**config.mk**
```make
export PLATFORM = sky130hd
export DESIGN_NAME = decode_issue_queue_flat
export DESIGN_NICKNAME = d
export VERILOG_FILES = /design/src/rtl/control_unit_pkg.sv /design/src/rtl/cpu_types_pkg.sv /design/src/rtl/decode_issue_queue_pkg.sv /design/src/rtl/decode_issue_queue_if.sv /design/src/rtl/decode_issue_queue_hazard_chk.sv /design/src/rtl/decode_issue_queue.sv /design/src/flat_wrapper.sv
export SDC_FILE = /design/constraint.sdc
export NUM_CORES = 1
export LEC_CHECK = 0
export ABC_AREA = 1
export CAP_MARGIN = 20
export CORE_ASPECT_RATIO = 1.25
export CORE_MARGIN = 3
export CORE_UTILIZATION = 49
export DETAILED_ROUTE_END_ITERATION = 8
export HOLD_SLACK_MARGIN = 0.12
export PLACE_DENSITY_LB_ADDON = 0.08
export SLEW_MARGIN = 30
export SYNTH_ARGS = -nofsm -noshare
export SYNTH_HDL_FRONTEND = slang
export SYNTH_SLANG_ARGS = --single-unit
```
**constraint.sdc**
```tcl
create_clock -name CLK -period 4.7 [get_ports CLK]
set_input_delay 1.41 -clock CLK [delete_from_list [all_inputs] [get_ports CLK]]
set_output_delay 1.41 -clock CLK [all_outputs]
set_load 0.005 [all_outputs]
```
**src/rtl/control_unit_pkg.sv**
```systemverilog
// control_unit_pkg: bit offsets of the instruction fields the front end decodes.
// No ports.
package control_unit_pkg;

    localparam int RS_LSB = 21;
    localparam int RT_LSB = 16;
    localparam int OP_LSB = 26;

endpackage

```
**src/rtl/cpu_types_pkg.sv**
```systemverilog
// cpu_types_pkg: machine-wide word, register-index and opcode types.
// No ports; imported by the decode/issue path.
package cpu_types_pkg;

    typedef logic [31:0] word_t;
    typedef logic [4:0]  regbits_t;

    typedef enum logic [5:0] {
        RTYPE = 6'h00,
        BEQ   = 6'h04,
        LW    = 6'h23,
        SW    = 6'h2B,
        HALT  = 6'h3F
    } opcode_t;

endpackage

```
**src/rtl/decode_issue_queue_pkg.sv**
```systemverilog
// decode_issue_queue_pkg: helpers shared by the issue queue and its sub-block.
// No ports.
package decode_issue_queue_pkg;

    import cpu_types_pkg::*;

    // True when the 6-bit opcode field names the HALT instruction.
    function automatic logic is_halt(input logic [5:0] op);
        return opcode_t'(op) == HALT;
    endfunction

endpackage

```
**src/rtl/decode_issue_queue_if.sv**
```systemverilog
// decode_issue_queue_if: fetch/decode side handshake of the issue queue.
//   master : fetch + decode + EX-stage load info (drives flush, enq_*, deq_ready, ex_load_*)
//   slave  : the queue (drives enq_ready, deq_*, count, halt_seen)
interface decode_issue_queue_if #(
    parameter int DEPTH = 4,
    parameter int IW    = 32,
    parameter int RW    = 5
);
    logic                     flush;
    logic                     enq_valid;
    logic [IW-1:0]            enq_instr;
    logic [IW-1:0]            enq_npc;
    logic                     enq_ready;
    logic                     deq_ready;
    logic                     deq_valid;
    logic [IW-1:0]            deq_instr;
    logic [IW-1:0]            deq_npc;
    logic                     deq_bubble;
    logic                     ex_load_valid;
    logic [RW-1:0]            ex_load_dst;
    logic [$clog2(DEPTH):0]   count;
    logic                     halt_seen;

    modport master (
        output flush, enq_valid, enq_instr, enq_npc, deq_ready, ex_load_valid, ex_load_dst,
        input  enq_ready, deq_valid, deq_instr, deq_npc, deq_bubble, count, halt_seen
    );

    modport slave (
        input  flush, enq_valid, enq_instr, enq_npc, deq_ready, ex_load_valid, ex_load_dst,
        output enq_ready, deq_valid, deq_instr, deq_npc, deq_bubble, count, halt_seen
    );

endinterface

```
**src/rtl/decode_issue_queue_hazard_chk.sv**
```systemverilog
// iq_hazard_chk: combinational load-use comparator for the queue head.
//   head_valid_i      : queue holds at least one entry
//   head_rs_i/rt_i    : source register fields of the head instruction
//   load_valid_i      : EX stage holds a load
//   load_dst_i        : destination register of that load
//   hazard_o          : head must wait one cycle (register 0 never conflicts)
module iq_hazard_chk #(
    parameter int RW = 5
) (
    input  logic          head_valid_i,
    input  logic [RW-1:0] head_rs_i,
    input  logic [RW-1:0] head_rt_i,
    input  logic          load_valid_i,
    input  logic [RW-1:0] load_dst_i,
    output logic          hazard_o
);

    assign hazard_o = head_valid_i && load_valid_i && (load_dst_i != '0) &&
                      ((load_dst_i == head_rs_i) || (load_dst_i == head_rt_i));

endmodule

```
**src/rtl/decode_issue_queue.sv**
```systemverilog
// decode_issue_queue: circular instruction queue between fetch and decode with
// load-use interlock on the head and a sticky HALT-seen flag.
//   CLK, RST : clock and synchronous active-high reset
//   bus      : slave side of decode_issue_queue_if (enqueue, dequeue, EX load, status)
module decode_issue_queue
    import cpu_types_pkg::*;
    import control_unit_pkg::*;
    import decode_issue_queue_pkg::*;
#(
    parameter int DEPTH = 4,
    parameter int IW    = 32,
    parameter int RW    = 5
) (
    input logic                  CLK,
    input logic                  RST,
    decode_issue_queue_if.slave  bus
);

    localparam int PW = $clog2(DEPTH);
    localparam int CW = PW + 1;

    logic [IW-1:0] instr_mem [DEPTH];
    logic [IW-1:0] npc_mem   [DEPTH];

    logic [PW-1:0] wr_ptr_q, wr_ptr_d;
    logic [PW-1:0] rd_ptr_q, rd_ptr_d;
    logic [CW-1:0] count_q,  count_d;
    logic          halt_seen_q, halt_seen_d;

    logic          not_empty;
    logic          hazard;
    logic          enq_ready;
    logic          deq_valid;
    logic          enq_fire;
    logic          deq_fire;
    logic [IW-1:0] head_instr;
    logic [IW-1:0] head_npc;

    assign head_instr = instr_mem[rd_ptr_q];
    assign head_npc   = npc_mem[rd_ptr_q];
    assign not_empty  = (count_q != '0);

    iq_hazard_chk #(.RW(RW)) u_hazard (
        .head_valid_i (not_empty),
        .head_rs_i    (head_instr[RS_LSB +: RW]),
        .head_rt_i    (head_instr[RT_LSB +: RW]),
        .load_valid_i (bus.ex_load_valid),
        .load_dst_i   (bus.ex_load_dst),
        .hazard_o     (hazard)
    );

    // A full queue refuses enqueue even when the head leaves this same cycle.
    assign enq_ready = (count_q != CW'(DEPTH)) && !halt_seen_q;
    assign deq_valid = not_empty && !hazard;
    assign enq_fire  = bus.enq_valid && enq_ready;
    assign deq_fire  = deq_valid && bus.deq_ready;

    assign bus.enq_ready  = enq_ready;
    assign bus.deq_valid  = deq_valid;
    assign bus.deq_bubble = hazard;
    assign bus.deq_instr  = not_empty ? head_instr : '0;
    assign bus.deq_npc    = not_empty ? head_npc   : '0;
    assign bus.count      = count_q;
    assign bus.halt_seen  = halt_seen_q;

    always_comb begin
        wr_ptr_d    = wr_ptr_q;
        rd_ptr_d    = rd_ptr_q;
        count_d     = count_q;
        halt_seen_d = halt_seen_q;
        if (bus.flush) begin
            wr_ptr_d    = '0;
            rd_ptr_d    = '0;
            count_d     = '0;
            halt_seen_d = 1'b0;
        end else begin
            if (enq_fire) begin
                wr_ptr_d = wr_ptr_q + PW'(1);
            end
            if (deq_fire) begin
                rd_ptr_d = rd_ptr_q + PW'(1);
                if (is_halt(head_instr[OP_LSB +: 6])) begin
                    halt_seen_d = 1'b1;
                end
            end
            case ({enq_fire, deq_fire})
                2'b10:   count_d = count_q + CW'(1);
                2'b01:   count_d = count_q - CW'(1);
                default: count_d = count_q;
            endcase
        end
    end

    always_ff @(posedge CLK) begin
        if (RST) begin
            wr_ptr_q    <= '0;
            rd_ptr_q    <= '0;
            count_q     <= '0;
            halt_seen_q <= 1'b0;
        end else begin
            wr_ptr_q    <= wr_ptr_d;
            rd_ptr_q    <= rd_ptr_d;
            count_q     <= count_d;
            halt_seen_q <= halt_seen_d;
        end
    end

    // Storage is not reset; entries are only visible while count is non-zero.
    always_ff @(posedge CLK) begin
        if (enq_fire && !bus.flush && !RST) begin
            instr_mem[wr_ptr_q] <= bus.enq_instr;
            npc_mem[wr_ptr_q]   <= bus.enq_npc;
        end
    end

endmodule

```
**src/flat_wrapper.sv**
```systemverilog
// flat-port wrapper written by rule: the top's interface ports become plain ports
module decode_issue_queue_flat import cpu_types_pkg::*; import control_unit_pkg::*; import decode_issue_queue_pkg::*;
#(
    parameter int DEPTH = 4,
    parameter int IW    = 32,
    parameter int RW    = 5
)
  (CLK, RST, bus_flush, bus_enq_valid, bus_enq_instr, bus_enq_npc, bus_deq_ready, bus_ex_load_valid, bus_ex_load_dst, bus_enq_ready, bus_deq_valid, bus_deq_instr, bus_deq_npc, bus_deq_bubble, bus_count, bus_halt_seen);
  decode_issue_queue_if #(.DEPTH(DEPTH), .IW(IW), .RW(RW)) bus_i ();
  input logic CLK;
  input logic RST;
  input wire logic [$bits(bus_i.flush)-1:0] bus_flush;
  input wire logic [$bits(bus_i.enq_valid)-1:0] bus_enq_valid;
  input wire logic [$bits(bus_i.enq_instr)-1:0] bus_enq_instr;
  input wire logic [$bits(bus_i.enq_npc)-1:0] bus_enq_npc;
  input wire logic [$bits(bus_i.deq_ready)-1:0] bus_deq_ready;
  input wire logic [$bits(bus_i.ex_load_valid)-1:0] bus_ex_load_valid;
  input wire logic [$bits(bus_i.ex_load_dst)-1:0] bus_ex_load_dst;
  output wire logic [$bits(bus_i.enq_ready)-1:0] bus_enq_ready;
  output wire logic [$bits(bus_i.deq_valid)-1:0] bus_deq_valid;
  output wire logic [$bits(bus_i.deq_instr)-1:0] bus_deq_instr;
  output wire logic [$bits(bus_i.deq_npc)-1:0] bus_deq_npc;
  output wire logic [$bits(bus_i.deq_bubble)-1:0] bus_deq_bubble;
  output wire logic [$bits(bus_i.count)-1:0] bus_count;
  output wire logic [$bits(bus_i.halt_seen)-1:0] bus_halt_seen;
  assign bus_i.flush = bus_flush;
  assign bus_i.enq_valid = bus_enq_valid;
  assign bus_i.enq_instr = bus_enq_instr;
  assign bus_i.enq_npc = bus_enq_npc;
  assign bus_i.deq_ready = bus_deq_ready;
  assign bus_i.ex_load_valid = bus_ex_load_valid;
  assign bus_i.ex_load_dst = bus_ex_load_dst;
  assign bus_enq_ready = bus_i.enq_ready;
  assign bus_deq_valid = bus_i.deq_valid;
  assign bus_deq_instr = bus_i.deq_instr;
  assign bus_deq_npc = bus_i.deq_npc;
  assign bus_deq_bubble = bus_i.deq_bubble;
  assign bus_count = bus_i.count;
  assign bus_halt_seen = bus_i.halt_seen;
  decode_issue_queue #(.DEPTH(DEPTH), .IW(IW), .RW(RW)) u_core (.CLK(CLK), .RST(RST), .bus(bus_i));
endmodule
```
=== Yosys cells after proc, flatten, opt, wreduce, memory -nomap -nowiden ===
Memories as Yosys holds them, arrays and structs flattened. A register that Yosys moved wholly into a read port is not among the register bits.
Cells that the tools add are included.

* Register bits: 8
* Latch bits: 0
* Memory bits (writable): 256
* ROM bits: 0
* Output and inout bits: 71
* Word-level logic and storage cells: 44
* Memories kept: 2

* $add $sub $neg: 4
* Multiply operators: 0
* Div/mod/pow operators: 0
* $lt $le $gt $ge: 0
* Eq/ne operators: 6
* Shift operators: 0
* Multiplexer cells: 9
* Bitwise operators: 0
* Reduce and logical (&&, ||, !) cells: 19

{| class="wikitable"
|+ Memory list
! memory !! depth !! width !! read ports !! clocked after Yosys merged registers in !! write ports !! RTL line !! RTL
|-
| u_core.instr_mem || 4 || 32 || 1 || 1 || 1 || decode_issue_queue.sv:22 || <nowiki>logic [IW-1:0] instr_mem [DEPTH];</nowiki>
|-
| u_core.npc_mem || 4 || 32 || 1 || 1 || 1 || decode_issue_queue.sv:23 || <nowiki>logic [IW-1:0] npc_mem [DEPTH];</nowiki>
|}

{| class="wikitable"
|+ Operators by type and width
! kind !! count
|-
| 32-bit 2-to-1 mux || 2
|-
| 5-bit == test || 2
|-
| 1-bit logical AND || 9
|-
| 2-bit 2-to-1 mux || 4
|-
| 6-bit == test, second input constant || 1
|-
| 3-bit case mux with 2 select lines || 1
|-
| 5-bit nonzero test || 1
|-
| 2-bit by 1-bit adder with 2-bit output, second input constant || 2
|-
| 1-bit zero test || 4
|-
| 3-bit by 1-bit adder with 3-bit output, second input constant || 1
|-
| 3-bit inequality test, second input constant || 1
|-
| 3-bit nonzero test || 1
|-
| 3-bit by 1-bit subtractor with 3-bit output, second input constant || 1
|-
| 2-bit by 1-bit == test with 1-bit output, second input constant || 1
|-
| 2-bit == test, second input constant || 1
|-
| 1-bit 2-to-1 mux || 2
|-
| 2-bit AND reduction || 1
|-
| 2-bit nonzero test || 1
|-
| 2-bit OR reduction || 1
|-
| 1-bit logical OR || 1
|}

=== Logic depth before layout (Yosys ltp) ===
Gate-level depths: netlist of the first run.

* Word-level depth: 9
* Mapped depth: 20
* Depth with buffers taken out: 19

=== Hierarchy ===
Synthesis of the first run repeated with hierarchy kept, for this count alone.

* Cell total of the unflattened synthesis: 904
* Area total of the unflattened synthesis: 10727.8 µm²

{| class="wikitable"
|+ By module, submodules not included
! module !! times used !! cells each !! area each (µm²) !! seq. area each (µm²)
|-
| decode_issue_queue || 1 || 859 || 10525.1 || 7887.6
|-
| iq_hazard_chk || 1 || 45 || 202.7 || 0.0
|}

=== Worst setup path after synthesis of the first run ===
No wires, ideal clock.

* Path kind: in2reg
* Start point: input port bus_flush
* End point: memory u_core.instr_mem[0][0] (enable)
* Library setup time: 487 ps
* Arrival time: 4525 ps
* Setup slack: -311 ps
* Stages on the path: 3
* Path through: nor2_1 -> nand3_1 -> nor2_1

* Cells in the longest elaborated chain, start to end: 5

{| class="wikitable"
|+ RTL lines
! element !! RTL line !! RTL
|-
| from (decl) || flat_wrapper.sv:12 || <nowiki>input wire logic [$bits(bus_i.flush)-1:0] bus_flush;</nowiki>
|-
| 1-bit zero test || decode_issue_queue.sv:110 || <nowiki>if (enq_fire && !bus.flush && !RST) begin</nowiki>
|-
| 1-bit logical AND (2 in series) || decode_issue_queue.sv:110 ||
|-
| 1-bit 2-to-1 mux || decode_issue_queue.sv:110 ||
|-
| 1-bit 2-to-1 mux (implied by the code) || decode_issue_queue.sv:111 || <nowiki>instr_mem[wr_ptr_q] <= bus.enq_instr;</nowiki>
|-
| to (decl) || decode_issue_queue.sv:22 ||
|}

Every way passes these cells.

=== Worst setup path after layout of the first run ===
* Start point: input port bus_ex_load_dst[3]
* End point: output port bus_deq_bubble

* Cells in the longest elaborated chain, start to end: 3
* Elaborated cells between the ends (all ways): 6
* Those cells by class: eq/ne: 2; reduce/logical: 4

{| class="wikitable"
|+ RTL lines
! element !! RTL line !! RTL
|-
| from (decl) || flat_wrapper.sv:18 || <nowiki>input wire logic [$bits(bus_i.ex_load_dst)-1:0] bus_ex_load_dst;</nowiki>
|-
| 5-bit == test / 5-bit nonzero test (equally long branches) || decode_issue_queue_hazard_chk.sv:19, decode_issue_queue_hazard_chk.sv:18 ||
|-
| 1-bit logical OR / 1-bit logical AND (equally long branches) || decode_issue_queue_hazard_chk.sv:19, decode_issue_queue_hazard_chk.sv:18 ||
|-
| 1-bit logical AND * || decode_issue_queue_hazard_chk.sv:18 || <nowiki>assign hazard_o = head_valid_i && load_valid_i && (load_dst_i != '0) &&</nowiki>
|-
| to (decl) || flat_wrapper.sv:23 || <nowiki>output wire logic [$bits(bus_i.deq_bubble)-1:0] bus_deq_bubble;</nowiki>
|}

Mark *: on every way between the ends. The rest lies on a longest branch, timed or not.

==> results.yml, run 1 <==
status:
  status: "complete, no violations"
worst_setup_path:
  crit_path_max_fanout: 4
  path_class: "primary input to output pin"
  required_ns: 3.29
  cp.arrival_ns: 3.10
  reg2reg_depth: 18
  cp-start-kind: "primary input"
  end_kind: "output pin"
timing:
  fin_skew_ns: 0.0104
  fin_crit_ns: 4.51
  finalHoldViolCount: 0
  setup_viol: 0
  tightest_slew_ns: 0.839
  fmax_ghz: 0.222
  slew_viol_final: 0
  fin_setup_tns_ns: 0
  final.period_utilization_pct: 95.9
  rsz0062_at_grt: "false"
  slew_headroom_pct: 44.0
synth:
  ys_ff_latch: 266
  synthMuxAreaShare_pct: 0
  synth_area_leaders: "edfxtp_1 (72%), nor2_1 (8.3%), o21ai_0 (5.1%)"
  synth_cell_types: 24
  synth-xor-area-share_pct: 0.247
  synth_compound_area_share_pct: 8.48
  synth.avg_cell_area_sq_um: 12.1
  yosys.area.top_type: "edfxtp_1"
  async_reset_ff_share_pct: 0
  synthAdderAreaFrac_pct: 0.778
  syn_inst: 874
  synth_area_sq_um: 10600
  yosysSeqAreaShare_pct: 74.3
  synth_ff_type: "edfxtp_1"
  synth_top_area_share_pct: 72.4
  synth-simple-area-share_pct: 12.9
  synth-edff-count: 256
  synth_top_family_by_area: "simple AND/OR/NAND/NOR gates"
  yosysWarnings: 0
  syn-num-nets: 955
clock_network:
  cts_setup_buffers: 0
  clk_pin_slew_worst_paths_ns: 0.06
  h-tree-depth: 1
  clkLatencyLatePin_ns: 0.52
  clockRootBuffer: "clkbuf_16"
  clock_path_buffers: 3
  hold_buffers: 0
  cts-resized-gates: 0
  cts_tree: "built"
  numCtsBuffers: 26
  cts.sinks: 266
power_and_ir_drop:
  leakage_nw: 4.52
  p_total_mw: 4.85
  powerDensity_nw_per_um2: 369
  ir_drop_uv: 295
layout:
  drive_gt1_share_pct: 5.73
  nFillCells: 1668
  final_area_sq_um: 13200
  syn_to_final_growth_pct: 23.9
  fin_nets: 1092
  multi_input_area_sq_um: 2420
  seq_area_sq_um: 7890
floorplan:
  placementRows: 59
  dieArea_sq_um: 23500
  core_sq_um: 21000
  die_h_um: 171
  die_w_um: 138
  io_pins: 146
  start_util_pct: 50.5
routing:
  firstDrtPassIters: 5
  drc: 0
  drtIter0Drc: 502
  routed_wl_um: 22600
  met3WireLength_um: 1400
  met2_length_um: 11000
  top_layer_used: "met4"
  vias: 6876
  met1Wirelength_um: 9770
  wl_per_cell_um: 17.3
  viasPerCell: 5.26
  ant_nets: 0
global_route:
  gr-total-overflow: 0
  grt_max_degree: 129
  grt_usage_pct: 19.0
  grt_pass1_vias: 6573
  grt_pass1_wl_um: 34800
  grt_antenna_before_repair: 1
hold_path:
  holdPathStages: 2
  hold_path_class: "flip-flop to flip-flop"
place:
  gp_congestion: 0.764
  post_dp_cell_area_sq_um: 12400
  port_buffers: 145
  hpwlAfterDp_um: 12300
job:
  cap_violations: 0
-- logic make-up after synthesis --
| logic type | after synthesis |
|---|---|
| fa+ha+maj | 6 |
| flops | 266 |
| simple gates | 351 |
| buf+inv | 73 |
| xor+xnor | 3 |
| compound gates | 175 |
-- Yosys cell counts, drive strengths merged (3+ instances only) --
cell type / instances
a21oi: 58
buf: 30
clkbuf: 19
dfxtp: 10
edfxtp: 256
ha: 5
inv: 24
nand2: 81
nand3: 32
nor2: 234
o21ai: 109
o22a: 4
xor2: 3
-- critical path, cell delays in order --
cell,delay (ns)
clkdlybuf4s50_1,0.53
inv_1,0.07
nand3_1,0.08
nand2_1,0.06
nor2_1,0.10
nand3_1,0.08
nand2_1,0.08
nand2_2,0.10
inv_1,0.09
clkdlybuf4s50_1,0.49
-- flip-flops by register name, summed over array words and instances (netlist names), named ones only --
name	cells
u_core.bus.count	3
u_core.instr_mem	128
u_core.bus.halt_seen	1
u_core.rd_ptr_q	2
u_core.npc_mem	128
u_core.wr_ptr_q	2
-- routing by layer --
layer | GRT usage (%) | up-vias
met5 | 0 | -
met4 | 4.82 | 0
met3 | 3.21 | 30
met2 | 31.4 | 190
met1 | 26.5 | 3311
li1 | - | 3345
-- metrics by stage --
stage	worst slack [ns]	instances	hold slack, ns	util [%]
finish	0.192	1306	0.481	62.5
global route	0.0669	1305	0.506	62.5
CTS	0.181	1304	0.484	62.5
detailed placement	0.186	1257	0.475	58.8
global placement	0.201	1257	0.466	58.8
floorplan	-0.311	874	0.457	-
-- final cells by class --
class                           instances  area share (%)
Timing Repair Buffer                  158            12.3
Antenna cell                            2          0.0380
Clock inverter                         15           0.694
Inverter                               24           0.694
Sequential cell                       266            60.0
Clock buffer                           32            5.28
Multi-Input combinational cell        535            18.4
Tap cell                              274            2.61
-- layout by cell type (no fill, tap or decap), types with 2 or more instances in the layout --
cell type and count:
a21oi_1 58, a31oi_1 2, a32oi_1 2, buf_12 6
buf_4 7, clkbuf_1 5, clkbuf_16 27, clkdlybuf4s50_1 145
clkinv_1 7, clkinv_2 8, dfxtp_1 8, diode_2 2
edfxtp_1 256, ha_1 5, inv_1 22, nand2_1 80
nand3_1 31, nand4_1 2, nor2_1 230, nor2_4 4
o21ai_0 109, o22a_1 4, xor2_1 3
-- path summary, 6_finish.rpt --
check,slack (ns),startpoint,to
setup / recovery,0.19,bus_ex_load_dst[3],bus_deq_bubble
hold / removal,0.48,u_core.bus.halt_seen,u_core.bus.halt_seen
setup reg to reg,1.56,flip-flop,u_core.bus.count[2]
hold reg to reg,0.48,u_core.bus.halt_seen,u_core.bus.halt_seen
-- power by group --
group          switching, mW  internal [mW]  total (mW)
sequential           0.00694           2.63        2.63
combinational          0.158          0.151       0.309
clock                  0.815           1.10        1.91
total                  0.980           3.87        4.85
(Power assumes the default switching activity.)
==> run 2, diff against run 1 <==
CAP_MARGIN = not set   (was 20)
==> results of run 2 <==
Same layout as run 1: the final DEF is identical, and so are final timing and power.
